--- config.mk ---
export PLATFORM = sky130hd
export DESIGN_NAME = bf_stdout_sched
export DESIGN_NICKNAME = d
export VERILOG_FILES = /design/src/rtl/bf_defs.sv /design/src/rtl/bf_byte_fifo.sv /design/src/rtl/bf_stdout_sched.sv
export SDC_FILE = /design/constraint.sdc
export NUM_CORES = 1
export LEC_CHECK = 0
export CORE_UTILIZATION = 40
export DETAILED_ROUTE_END_ITERATION = 10
export PLACE_DENSITY = 0.65
export SLEW_MARGIN = 0
export SYNTH_ARGS = -nofsm -noshare
export SYNTH_HDL_FRONTEND = slang
export SYNTH_SLANG_ARGS = --single-unit
--- constraint.sdc ---
create_clock -name clk -period 3.5 [get_ports clk]
set_input_delay 0.35 -clock clk [delete_from_list [all_inputs] [get_ports clk]]
set_output_delay 0.35 -clock clk [all_outputs]
set_load 0.01 [all_outputs]
--- src/rtl/bf_defs.sv ---
// Shared constants and FSM encodings for the CPU stdout -> UART scheduler.
package bf_defs;

    localparam logic [7:0] ASCII_CR = 8'h0D;
    localparam logic [7:0] ASCII_LF = 8'h0A;

    typedef enum logic [1:0] {
        S_IDLE = 2'd0,
        S_SEND = 2'd1,
        S_CR   = 2'd2
    } sched_state_e;

    // True when a popped byte must be preceded by a CR on the wire.
    function automatic logic needs_cr(input logic [7:0] b, input logic crlf_en);
        return crlf_en && (b == ASCII_LF);
    endfunction

endpackage

--- src/rtl/bf_byte_fifo.sv ---
// Byte FIFO with registered storage and a combinational head read.
// The caller guarantees push is only raised when space exists (or a pop
// happens in the same cycle) and pop only when the FIFO is not empty.
module bf_byte_fifo #(
    parameter int DEPTH = 16
) (
    input  logic                     clk,
    input  logic                     rst_n,
    input  logic                     push,
    input  logic [7:0]               push_data,
    input  logic                     pop,
    output logic [7:0]               head,
    output logic [$clog2(DEPTH):0]   level,
    output logic                     full,
    output logic                     empty
);

    localparam int AW = $clog2(DEPTH);

    logic [7:0]    mem_q [DEPTH];
    logic [AW-1:0] wr_ptr_q;
    logic [AW-1:0] rd_ptr_q;
    logic [AW:0]   level_q;
    logic [AW:0]   level_d;

    // Storage write; contents need no reset since level gates every read.
    always_ff @(posedge clk) begin
        if (push) begin
            mem_q[wr_ptr_q] <= push_data;
        end
    end

    // Next occupancy: +1 push-only, -1 pop-only, otherwise unchanged.
    always_comb begin
        level_d = level_q;
        case ({push, pop})
            2'b10:   level_d = level_q + (AW+1)'(1);
            2'b01:   level_d = level_q - (AW+1)'(1);
            default: level_d = level_q;
        endcase
    end

    // Pointers wrap naturally because DEPTH is a power of two.
    always_ff @(posedge clk or negedge rst_n) begin
        if (!rst_n) begin
            wr_ptr_q <= '0;
            rd_ptr_q <= '0;
            level_q  <= '0;
        end else begin
            if (push) begin
                wr_ptr_q <= wr_ptr_q + AW'(1);
            end
            if (pop) begin
                rd_ptr_q <= rd_ptr_q + AW'(1);
            end
            level_q <= level_d;
        end
    end

    assign head  = mem_q[rd_ptr_q];
    assign level = level_q;
    assign full  = (level_q == (AW+1)'(DEPTH));
    assign empty = (level_q == (AW+1)'(0));

endmodule

--- src/rtl/bf_stdout_sched.sv ---
// Buffers CPU stdout strobes and drains them to the UART over valid/ready,
// optionally expanding LF into CR,LF. Stalls the CPU one slot before full.
module bf_stdout_sched
    import bf_defs::*;
#(
    parameter int DEPTH = 16,
    parameter bit CRLF  = 1'b1
) (
    input  logic                     clk,
    input  logic                     rst_n,
    input  logic [7:0]               stdout,
    input  logic                     stdout_en,
    output logic                     cpu_stall,
    output logic [7:0]               tx_data,
    output logic                     tx_valid,
    input  logic                     tx_ready,
    output logic [$clog2(DEPTH):0]   level,
    output logic                     overflow
);

    localparam int LW = $clog2(DEPTH) + 1;

    sched_state_e  state_q, state_d;
    logic [7:0]    tx_data_q, tx_data_d;
    logic          tx_valid_q, tx_valid_d;
    logic          overflow_q, overflow_d;

    logic          push_s;
    logic          pop_s;
    logic [7:0]    head_s;
    logic [LW-1:0] level_s;
    logic          full_s;
    logic          empty_s;

    bf_byte_fifo #(.DEPTH(DEPTH)) u_fifo (
        .clk       (clk),
        .rst_n     (rst_n),
        .push      (push_s),
        .push_data (stdout),
        .pop       (pop_s),
        .head      (head_s),
        .level     (level_s),
        .full      (full_s),
        .empty     (empty_s)
    );

    // A strobe is accepted if there is room, or a slot frees up this cycle.
    assign push_s = stdout_en && (!full_s || pop_s);

    // Output FSM: pop one byte per load, hold it until the handshake.
    always_comb begin
        state_d    = state_q;
        tx_data_d  = tx_data_q;
        tx_valid_d = tx_valid_q;
        pop_s      = 1'b0;
        overflow_d = overflow_q | (stdout_en & ~push_s);
        case (state_q)
            S_IDLE: begin
                tx_valid_d = 1'b0;
                if (!empty_s) begin
                    pop_s      = 1'b1;
                    tx_valid_d = 1'b1;
                    if (needs_cr(head_s, CRLF)) begin
                        tx_data_d = ASCII_CR;
                        state_d   = S_CR;
                    end else begin
                        tx_data_d = head_s;
                        state_d   = S_SEND;
                    end
                end else begin
                    state_d = S_IDLE;
                end
            end
            S_SEND: begin
                if (tx_ready) begin
                    if (!empty_s) begin
                        pop_s      = 1'b1;
                        tx_valid_d = 1'b1;
                        if (needs_cr(head_s, CRLF)) begin
                            tx_data_d = ASCII_CR;
                            state_d   = S_CR;
                        end else begin
                            tx_data_d = head_s;
                            state_d   = S_SEND;
                        end
                    end else begin
                        tx_valid_d = 1'b0;
                        state_d    = S_IDLE;
                    end
                end else begin
                    state_d = S_SEND;
                end
            end
            S_CR: begin
                // The LF itself was popped when the CR was loaded.
                if (tx_ready) begin
                    tx_data_d = ASCII_LF;
                    state_d   = S_SEND;
                end else begin
                    state_d = S_CR;
                end
            end
            default: begin
                tx_valid_d = 1'b0;
                state_d    = S_IDLE;
            end
        endcase
    end

    // Scheduler state, output holding register and sticky overflow.
    always_ff @(posedge clk or negedge rst_n) begin
        if (!rst_n) begin
            state_q    <= S_IDLE;
            tx_data_q  <= 8'h00;
            tx_valid_q <= 1'b0;
            overflow_q <= 1'b0;
        end else begin
            state_q    <= state_d;
            tx_data_q  <= tx_data_d;
            tx_valid_q <= tx_valid_d;
            overflow_q <= overflow_d;
        end
    end

    assign cpu_stall = (level_s >= LW'(DEPTH - 1));
    assign tx_data   = tx_data_q;
    assign tx_valid  = tx_valid_q;
    assign level     = level_s;
    assign overflow  = overflow_q;

endmodule

Word-level counts from Yosys, hierarchy flattened:

Memory sizes are Yosys's and may differ from the RTL's.
Cells that the tools add are included.
W data, S select, Z words.

* bits in registers: 25
* memory bits (writable): 128
* input port bits: 12
* output and inout bits: 16
* word-level logic and storage cells: 52
* memories: 1

* $add $sub $neg: 4
* magnitude comparators: 1
* eq/ne operators: 8
* muxes and demuxes: 18
* bitwise operators: 4
* reduce and logical (&&, ||, !) cells: 9

Memory list
* u_fifo.mem_q: words 16, bits a word 8, rd ports 1, clocked after memory_dff 0, wr ports 1, line bf_byte_fifo.sv:20 `logic [7:0] mem_q [DEPTH];`

Operators by type and width (number)
* $mux W8: 4
* $pmux W8 S3: 1
* $pmux W5 S2: 1
* $add A4 B1 Y4 const B: 2
* $eq A8 B4 Y1 const B: 1
* $mux W2: 4
* $pmux W2 S3: 1
* $add A5 B1 Y5 const B: 1
* $eq A5 B5 Y1 const B: 1
* $ge A5 B4 Y1 const B: 1
* $logic_not A5 Y1: 1
* $mux W1: 5
* $sub A5 B1 Y5 const B: 1
* $eq A2 B1 Y1 const B: 2
* $eq A2 B2 Y1 const B: 2
* $ne A2 B2 Y1 const B: 2
* $pmux W1 S3: 1
* $reduce_and A3 Y1: 1
* $reduce_bool A3 Y1: 1
* $logic_not A2 Y1: 1
* $not A1 Y1: 2
* $pmux W1 S2: 1
* $reduce_and A2 Y1: 1
* $reduce_bool A2 Y1: 1
* other kinds (5): 5

Depth between registers and ports, before layout:

Gate-level depths: netlist (run 1).

* word-level depth: 9
* gate-level depth with buffers: 13
* mapped depth without buffers: 12

Cells and area by module:

A second synthesis (run 1) with hierarchy kept.

* cells, all modules: 354
* area total of the unflattened synthesis: 6388.6 um^2

By module, submodules not included
* bf_byte_fifo: instances 1, cells an instance 296, area each 5744.3 um^2, seq. area each 4169.0 um^2
* bf_stdout_sched: instances 1, cells an instance 58, area each 644.4 um^2, seq. area each 300.3 um^2

Least setup slack after synthesis (run 1):

No wires, ideal clock.

* path type: register to register
* start point: register u_fifo.level_q[0], in the netlist u_fifo.level[0]
* end point: register u_fifo.level_q[4], in the netlist u_fifo.level[4]
* setup time: 0.131 ns
* arrival: 3.008 ns
* data required time: 3.369 ns
* path slack: 0.360 ns
* stages on the path, launching flop included: 14
* path buffers: 1
* clock period less this slack: 3.140 ns
* path through: dfrtp_1 -> or4_1 -> o21ai_1 -> a21o_1 -> buf_2 -> a31oi_1 -> inv_2 -> ha_1 -> ha_1 -> a21o_1 -> a21oi_1 -> xor2_1 -> nor2_1 -> xor2_1

* longest elaborated chain between the ends: 8
* elaborated cells on any way between the ends: 14
* those cells by class: 2 x add/sub; 3 x eq/ne; 4 x mux; 5 x reduce/logical

RTL lines
* from (decl): line bf_byte_fifo.sv:23 `logic [AW:0] level_q;`
* from (signal assigned): line bf_byte_fifo.sv:56 `level_q <= level_d;`
* $logic_not A5 Y1: line bf_byte_fifo.sv:63 `assign empty = (level_q == (AW+1)'(0));`
* $mux W1: line bf_stdout_sched.sv:60, bf_stdout_sched.sv:76
* $mux W1: line bf_stdout_sched.sv:75 `if (tx_ready) begin`
* $pmux W1 S2: line bf_stdout_sched.sv:57 `case (state_q)`
* $logic_or A1 B1 Y1: line bf_stdout_sched.sv:48 `assign push_s = stdout_en && (!full_s || pop_s);`
* $logic_and A1 B1 Y1: line bf_stdout_sched.sv:48
* $eq A2 B1 Y1 or $eq A2 B2 Y1 (tied branches): line bf_byte_fifo.sv:36 `case ({push, pop})`
* $pmux W5 S2 or $reduce_bool A2 Y1 (tied branches)

Parallel ways exist; a longest one is shown, timed or not.
A chain may end at the register's enable or synchronous reset.

Worst setup path in the final report (run 1):

* start point: register u_fifo.level_q[0], in the netlist u_fifo.level[0]
* end point: register u_fifo.level_q[4], in the netlist u_fifo.level[4]

* longest elaborated chain between the ends: 8
* elaborated cells on any way between the ends: 14
* those cells by class: 2 x add/sub; 3 x eq/ne; 4 x mux; 5 x reduce/logical

RTL lines
* $logic_not A5 Y1 *: line bf_byte_fifo.sv:63
* $mux W1 *: line bf_stdout_sched.sv:60, bf_stdout_sched.sv:76
* $mux W1: line bf_stdout_sched.sv:75
* $pmux W1 S2 *: line bf_stdout_sched.sv:57
* named net pop_s: line bf_stdout_sched.sv:29 `logic pop_s;`
* $logic_or A1 B1 Y1: line bf_stdout_sched.sv:48
* $logic_and A1 B1 Y1: line bf_stdout_sched.sv:48
* $eq A2 B1 Y1 or $eq A2 B2 Y1 (tied branches): line bf_byte_fifo.sv:36
* $pmux W5 S2 or $reduce_bool A2 Y1 (tied branches)

The timed path passes the listed nets; every way through them passes the cells marked *.

==> reports/metrics.yaml, run 1 <==
rsz0062_at_grt: "false"
p_seq_share_pct: 39.9
dieArea_um2: 15900
num_rows: 44
wl_per_cell_um: 20.7
die_y_um: 126
finalClockSkew_ps: 9.24
antenna_found_initial: 0
fmax_ghz: 0.322
synth.area.top_cells: "edfxtp_1 (62%), mux4_2 (12%), dfrtp_1 (10%)"
postCtsSetupBuffers: 0
start_util_pct: 41.7
p_int_mw: 4.36
chipWidth_um: 126
finalWeightedCongestion: 0.765
reg2reg_from: "u_fifo.level[0]$_DFFE_PN0P_"
layout-drive-gt1-share_pct: 20.5
synth_top_area_share_pct: 62.5
combPwrFrac_pct: 31.4
syn_area_um2: 6150
critPathLaunchType: "flip-flop"
grt_pass1_wl_um: 18800
power_leakage_nw: 2.51
final_net_count: 400
outcome: "complete, no violations"
synth.distinct_cells: 42
setup_viol_count_final: 0
clockRootBuffer: "clkbuf_16"
p_sw_share_pct: 30.8
clk_latency_ps: 410
grt_start_max_net_pins: 35
synth_fp_nets: 354
worstHoldPathType: "flip-flop to flip-flop"
drv_cap: 0
firstDrtPassIters: 4
rr_worst_depth: 11
power_density_nw_per_um2: 861
grt_usage_pct: 16.5
ir_drop_v: 0.000492
overflow: 0
clkPwrFrac_pct: 28.7
r2r_slack_ps: 390
finalCritPeriodShare_pct: 88.8
postSynthAreaPerCell_um2: 18.5
required_ps: 3790
drc: 0
cts_buffer_depth: 2
seq_area_frac_synth_pct: 72.6
endpoint: "u_fifo.level[4]$_DFFE_PN0P_"
cp.arrival_ps: 3400
slew-limit-headroom_pct: 26.8
max_slew.worst_pin.slew_ps: 1090
power_switching_mw: 1.93
worstPathMaxFanout: 8
drtIter0Drc: 254
synth_top_area_cell: "edfxtp_1"
cts_buffers: 17
rr_endpoint: "u_fifo.level[4]$_DFFE_PN0P_"
wl_um: 11900
cts_resized: 0
grt_pass1_vias: 3233
dp.cells: 543
tns_ps: 0
num_vias: 3170
ys_warn_count: 0
dpl.hpwl_um: 7750
cts_hold_buf: 0
area_growth_pct: 18.7
synth-seq-cells: 153
min_period_ps: 3110
worstSetupEndpointType: "flip-flop"
cts_sinks: 153
pin_count: 28
path_clk_slew_ps: 60
vias_per_cell: 5.51
core_um2: 14800
drv_slew: 0
postRouteAntennaNets: 0
postSynthCellCount: 332
diodes: 0
numPortBuffers: 27
fin_cells: 575
htreeDepth: 4
report.final.hold_viol_count: 0
cts_tree: "yes"
criticalPathCategory: "flip-flop to flip-flop"
final_util_pct: 49.5
crit_start: "u_fifo.level[0]$_DFFE_PN0P_"
-- per-stage QoR --
stage | worst slack, ps | hold slack, ps | power [mW] | area (um^2)
finish | 391 | 479 | 6.29 | 7300
global route | 140 | 488 | 6.61 | 7300
CTS | 370 | 484 | 6.35 | 7300
detailed placement | 388 | 475 | 4.54 | 6720
global placement | 438 | 470 | 4.49 | 6720
floorplan | 360 | 54.4 | 3.82 | 6150
-- cells in the final DEF, fill, tap and decap left out, types with 3 or more instances in the layout --
cell / instances
a21o_1: 3
a21oi_1: 7
a22o_1: 8
a22oi_1: 12
buf_4: 13
bufinv_16: 3
clkbuf_1: 3
clkbuf_16: 17
clkdlybuf4s50_1: 27
dfrtp_1: 24
edfxtp_1: 128
ha_1: 9
inv_1: 5
mux4_2: 32
nand2_1: 19
nor2_1: 20
nor3_1: 4
o21ai_0: 4
o21ai_1: 3
xnor2_1: 7
xor2_1: 4
-- Yosys cell counts --
library cell and number:
nor4_1 1, o21ai_1 3, inv_1 5, a221o_1 1, dfrtp_1 25, o21a_1 1, nor4_4 2, nand4_1 1
buf_1 3, inv_2 2, and2_1 1, xnor2_1 7, buf_6 1, o32ai_1 1, a21oi_1 7, a22o_1 8
mux2_2 1, buf_4 2, nand3_1 1, o21ai_0 4, a22oi_1 12, edfxtp_1 128, a31oi_1 1, nor2b_1 2
nor3_1 4, ha_1 9, a2bb2oi_1 1, nand2_1 19, fa_1 1, a41o_1 2, or4_1 1, nand2b_1 2
buf_2 3, a21o_1 3, xor2_1 4, and4_1 1, clkbuf_1 6, mux4_2 32, nor2_1 20, o22a_1 1
o2bb2ai_1 2, and3_1 1
-- area by class of cell --
type | count | area, um^2
clock inverters | 12 | 149
fillers | 1217 | 7450
flip-flops and latches | 153 | 4470
multi-input cells | 157 | 1580
inverters | 7 | 26.3
well taps | 184 | 230
repair buffers | 42 | 408
clock buffers | 20 | 437
-- power by group through the flow --
stage	logic, mW	registers, mW	clock network [mW]
5_1_grt	2.15	2.55	1.91
6_report	1.98	2.51	1.81
3_3_place_gp	1.96	2.53	0
2_1_floorplan	1.36	2.47	0
4_1_cts	2.01	2.51	1.83
3_5_place_dp	1.99	2.54	0
-- metal layers --
layer | GRT usage, % | vias to the layer above | share of wire (%)
li1 | - | 1425 | -
met4 | 6.24 | 0 | 2.5
met2 | 25.4 | 87 | 47
met5 | 0 | - | 0
met1 | 22.2 | 1637 | 46
met3 | 4.76 | 21 | 4.7
-- registers in the layout, summed over array words and instances, names as in the netlist --
name / count
tx_valid: 1
state_q: 2
tx_data: 8
u_fifo.mem_q: 128
u_fifo.level: 5
u_fifo.wr_ptr_q: 4
overflow: 1
u_fifo.rd_ptr_q: 4
-- kinds of logic after synthesis --
kind of cell             count (synthesis)  synth area share [%]
AND/OR/NAND/NOR                         56                  4.56
AO/OA/AOI/OAI                           47                  5.53
buffers and inverters                   22                  1.65
flip-flops                             153                  72.6
XOR/XNOR                                11                  1.57
adder cells (fa/ha/maj)                 10                  2.16
multiplexers                            33                  11.9
-- critical path, cell delays in order (launching register included) --
cell     delay, ps
dfrtp_1        460
or4_1          580
o21ai_1        220
a21o_1         200
inv_2          100
ha_1           280
fa_1           430
a21o_1         190
a21oi_1        160
xor2_1         160
nor2_1          60
xor2_1         140
-- worst min path at each step --
| stage | cells past startpoint | slack [ps] | startpoint | endpoint |
|---|---|---|---|---|
| floorplan | 0 | 50 | rst_n | overflow$_DFF_PN0_ |
| global placement | 1 | 470 | overflow$_DFF_PN0_ | overflow$_DFF_PN0_ |
| detailed placement | 1 | 480 | overflow$_DFF_PN0_ | overflow$_DFF_PN0_ |
| CTS | 1 | 480 | overflow$_DFF_PN0_ | overflow$_DFF_PN0_ |
| global route | 1 | 490 | overflow$_DFF_PN0_ | overflow$_DFF_PN0_ |
| finish | 1 | 480 | overflow$_DFF_PN0_ | overflow$_DFF_PN0_ |
Power figures use the tool's default switching activity.
==> inputs of run 2 (changes only) <==
- DONT_BUFFER_PORTS: not set -> 1
- PLACE_DENSITY: 0.65 -> not set
- PLACE_DENSITY_LB_ADDON: not set -> 0.08
==> run 2 against run 1 <==
Register-to-register slack is essentially flat. Worst setup slack got worse by 1.5 ps. Non-clock buffer count fell by 22. Largest power group unchanged. Via count is 5.3% lower. Wire length up 8.5%. Highest routed layer unchanged.
==> reports/metrics.yaml, run 2 (same netlist as run 1, synthesis figures left out) <==
worstPathMaxFanout: 8
worstSetupEndpointType: "flip-flop"
cts_buffer_depth: 2
grt_pass1_vias: 3035
diodes: 0
core_um2: 14800
min_period_ps: 3110
drv_slew: 0
antenna_found_initial: 0
htreeDepth: 4
outcome: "complete, no violations"
slew-limit-headroom_pct: 38.8
drc: 0
cts_resized: 0
worst-path-buf-inv: 1
criticalPathCategory: "flip-flop to flip-flop"
numPortBuffers: 0
grt_pass1_wl_um: 19400
die_y_um: 126
dpl.hpwl_um: 7810
chipWidth_um: 126
tns_ps: 0
finalClockSkew_ps: 11.3
grt_start_max_net_pins: 36
report.final.hold_viol_count: 0
finalCritPeriodShare_pct: 88.9
firstDrtPassIters: 5
num_vias: 3003
final_util_pct: 48.5
cp.arrival_ps: 3410
layout-drive-gt1-share_pct: 21.4
cp_slowest_cell: "or4_1"
mostFrequentLayoutCells: "edfxtp_1 (128), mux4_2 (32), dfrtp_1 (24)"
path_clk_slew_ps: 60
overflow: 0
cts_hold_buf: 2
clockRootBuffer: "clkbuf_16"
area_growth_pct: 16.4
worstHoldPathType: "primary input to flip-flop"
power_density_nw_per_um2: 870
max_slew.worst_pin.slew_ps: 915
postRouteAntennaNets: 0
postCtsSetupBuffers: 0
wl_um: 12900
fmax_ghz: 0.322
worstPathCellList: "or4_1 -> o21ai_1 -> a21o_1 -> inv_2 -> ha_1 -> fa_1 -> a21o_1 -> a21oi_1 -> xor2_1 -> nor2_1 -> xor2_1"
pin_count: 28
max_flop_register: "u_fifo.mem_q"
num_rows: 44
cts_tree: "yes"
critPathLaunchType: "flip-flop"
final_net_count: 378
start_util_pct: 41.7
ir_drop_v: 0.000393
power_leakage_nw: 2.45
finalWeightedCongestion: 0.734
rsz0062_at_grt: "false"
crit_family: "compound AO/OA/AOI/OAI gates"
wl_per_cell_um: 23.4
dieArea_um2: 15900
vias_per_cell: 5.43
drv_cap: 0
place_worst_setup_slack_ps: 379
critPathMaxStageDelay_ps: 600
largest_reg_flops: 128
cts_buffers: 17
required_ps: 3800
final_common_cell: "edfxtp_1"
setup_viol_count_final: 0
cts_sinks: 153
r2r_slack_ps: 390
clk_latency_ps: 430
grt_usage_pct: 17.4
timing.final.ws_setup_ps: 390
drtIter0Drc: 187
## run 2: cell types whose count changed in the layout (fill, tap and decap cells not counted), sizes merged
cell | before | now
buf | 15 | 9
dlygate4sd3 | 0 | 11
clkinvlp | 2 | 1
inv | 8 | 12
bufinv | 3 | 4
clkbuf | 20 | 17
clkdlybuf4s50 | 27 | 0
clkinv | 6 | 5
## run 2: area by class of cell
type	count	area [um^2]
well taps	184	230
clock buffers	17	425
flip-flops and latches	153	4470
inverters	7	26.3
multi-input cells	157	1580
clock inverters	15	214
fillers	1244	7590
repair buffers	20	215
## run 2: through the flow
step | power, mW | instances | hold WS, ps | cell area, um^2
2_1_floorplan | 3.82 | 332 | 54.4 | 6150
3_3_place_gp | 4.31 | 509 | 55.4 | 6390
3_5_place_dp | 4.32 | 509 | 55.0 | 6390
4_1_cts | 6.31 | 543 | 0.742 | 7060
5_1_grt | 6.57 | 553 | 0.253 | 7160
6_report | 6.23 | 553 | 22.5 | 7160
## run 2: worst paths after layout
check / startpoint / to / cells past startpoint
min in group asynchronous: rst_n / u_fifo.wr_ptr_q[1]$_DFFE_PN0P_ / 2
worst min-delay path: stdout[4] / u_fifo.mem_q[10][4]$_DFFE_PP_ / 0
worst max-delay path: u_fifo.level[0]$_DFFE_PN0P_ / u_fifo.level[4]$_DFFE_PN0P_ / 11
worst min register to register: overflow$_DFF_PN0_ / overflow$_DFF_PN0_ / 1
max in group asynchronous: rst_n / u_fifo.rd_ptr_q[0]$_DFFE_PN0P_ / 2
worst max register to register: u_fifo.level[0]$_DFFE_PN0P_ / u_fifo.level[4]$_DFFE_PN0P_ / 11
## run 2: metal layers
metal / wire length, um / global-route usage [%] / vias up
li1: - / - / 1384
met1: 6170 / 25.1 / 1543
met2: 6050 / 25.1 / 66
met3: 528 / 4.67 / 10
met4: 160 / 6.95 / 0
met5: 0 / 0 / -
## run 2: power by group
part | total (mW) | switching (mW) | internal [mW]
Combinational | 1.75 | 0.961 | 0.787
Sequential | 2.52 | 0.245 | 2.27
Clock | 1.97 | 0.755 | 1.21
Total | 6.23 | 1.96 | 4.27
==> inputs of run 3 (changes only) <==
- CAP_MARGIN: not set -> 20
- CTS_CLUSTER_DIAMETER: not set -> 200
==> results of run 3 <==
No change in the layout: final DEF, timing and power equal those of run 2.
==> RTL change (settings of run 3) <==
Take the reset off `tx_data_q` and load it in a clocked block of its own.
--- a/src/rtl/bf_stdout_sched.sv
+++ b/src/rtl/bf_stdout_sched.sv
@@ -111,15 +111,17 @@
     always_ff @(posedge clk or negedge rst_n) begin
         if (!rst_n) begin
             state_q    <= S_IDLE;
-            tx_data_q  <= 8'h00;
             tx_valid_q <= 1'b0;
             overflow_q <= 1'b0;
         end else begin
             state_q    <= state_d;
-            tx_data_q  <= tx_data_d;
             tx_valid_q <= tx_valid_d;
             overflow_q <= overflow_d;
         end
+    end
+
+    always_ff @(posedge clk) begin
+        tx_data_q <= tx_data_d;
     end
 
     assign cpu_stall = (level_s >= LW'(DEPTH - 1));
Function: differs if rst_n is asserted again (counterexample within 4 cycles, from zero or initial values and one cycle with rst_n low); with rst_n held inactive, the same outputs for 4 cycles.
==> RTL change against run 3 <==
Worst setup slack better by 0.081 ns; synthesized area up 2.8%; count of clock-buffer cells in the layout up 2; design area is 1.3% higher; power shrank 1.5%; routed wire length down 1.7%; synthesized cell count is 7.5% higher; sequential share of layout area fell by 0.22 points; sequential cell count did not move; critical path type unchanged; largest cell class unchanged.
==> RTL change: results (changes against run 3) <==
Yosys
  • Post-synth EDFFs: 136 (was 128)
  • Leading post-synthesis cells by instance count: edfxtp_1 (136), mux4_2 (26), nand2_1 (26) (was edfxtp_1 (128), mux4_2 (32), dfrtp_1 (25))
  • Proportion of synthesized chip area in sequential cells: 0.713 (was 0.726)
  • Synth cell types: 43 (was 42)
  • Syn Nets: 379 (was 354)

Critical path
  • Reg-to-reg startpoint: u_fifo.level[1] (was u_fifo.level[0])
  • Data arrival time of the worst path: 3.32 ns (was 3.41 ns)
  • Crit-path slowest cell: dfrtp_1 (was or4_1)
  • Max incr delay on CP: 0.46 ns (was 0.60 ns)
  • Cells on worst reg2reg path: 13 (was 11)

Finish
  • Filler Cells Inserted: 1307 (was 1244)
  • Post-layout net count: 402 (was 378)

Detailed routing
  • Iteration-0 DRC count of the detailed router: 150 (was 187)
  • DR WL/cell: 21.1 um (was 23.4 um)

Global route
  • Number of global-route vias before repair: 3276 (was 3035)
  • GR Util All Layers: 0.173 (was 0.174)
  • First-pass GRT wire length: 19.6 mm (was 19.4 mm)
  • GR Layer Usage met2: 0.280 (was 0.251)

Status
  • Status: complete, no violations (unchanged)

Placed design
  • Post-DP HPWL: 8.19 mm (was 7.81 mm)
  • GPL Wtd Cong: 0.742 (was 0.734)

STA
  • Final Cycle Share: 0.865 (was 0.889)
  • Clock skew: 0.00478 ns (was 0.0113 ns)
  • Slew at the pin with the worst max-slew slack: 0.984 ns (was 0.915 ns)

Power
  • VDD IR max: 0.376 mV (was 0.393 mV)

Hold path
  • Worst Hold Launch: stdout[2] (was stdout[4])
## RTL change: changes by cell type after synthesis, sizes merged, moves of 4 or more
cell,delta
a22o,-8
and3,+5
buf,-4
clkbuf,+7
dfrtp,-8
edfxtp,+8
inv,+4
nand2,+7
nand3,+16
nor2,-9
nor2b,+5
## RTL change: layout make-up
class / instances / area [sq um] / share of cell area
Timing Repair Buffer: 22 / 168 / 0.0231
Multi-Input combinational cell: 175 / 1710 / 0.235
Inverter: 11 / 41.3 / 0.00569
Tap cell: 211 / 264 / 0.0364
Clock buffer: 19 / 433 / 0.0597
Clock inverter: 11 / 131 / 0.0181
Sequential cell: 153 / 4510 / 0.622
## RTL change: routing by layer
layer | share of wire | up-vias
li1 | - | 1456
met1 | 0.46 | 1664
met2 | 0.49 | 50
met3 | 0.031 | 18
met4 | 0.018 | 0
met5 | 0 | -
## RTL change: where the power goes
| group | internal [uW] | total [uW] | switching [uW] |
|---|---|---|---|
| registers | 2320 | 2710 | 389 |
| logic | 795 | 1660 | 864 |
| clock network | 1100 | 1770 | 668 |
## RTL change: stage by stage
step	std cells	hold slack, ns	utilization	area (sq um)
5_1_grt	602	0.00546	0.474	7250
3_5_place_dp	569	0.0548	0.435	6660
4_1_cts	601	0.00833	0.473	7240
6_report	602	0.0251	0.474	7250
2_1_floorplan	357	0.0544	-	6320
3_3_place_gp	569	0.0548	0.435	6660
## RTL change: worst min path at each step
stage / end / slack [ns]
global placement: u_fifo.level[1] / 0.05
detailed placement: u_fifo.level[0] / 0.05
global route: u_fifo.mem_q[6][5] / 0.005
floorplan: overflow / 0.05
CTS: u_fifo.mem_q[8][1] / 0.008
finish: u_fifo.mem_q[15][2] / 0.03
## RTL change: worst register-to-register path: stages, from the launching register on
cell,delay [ns]
dfrtp_1,0.46
nor4_2,0.46
nand3_1,0.11
and2_1,0.27
inv_1,0.25
ha_1,0.28
inv_1,0.10
fa_1,0.40
inv_1,0.07
a21o_1,0.11
a21oi_1,0.07
xnor2_1,0.13
nor2_1,0.06
xor2_1,0.14
## RTL change: timing repair
action	in CTS	in global routing
endpoints found under the hold margin	18	0
gates resized for setup	0	1
hold buffers	2	0
setup endpoints to repair	0	1
## RTL change: cells by family after synthesis
family	count (synthesis)	share of synthesized area
DFF	153	0.713
and+or+nand+nor	86	0.0712
AOI/OAI and AO/OA	34	0.0364
muxes	34	0.121
buffers and inverters	29	0.0220
xor gates and xnor gates	11	0.0152
adders and majority gates	10	0.0210
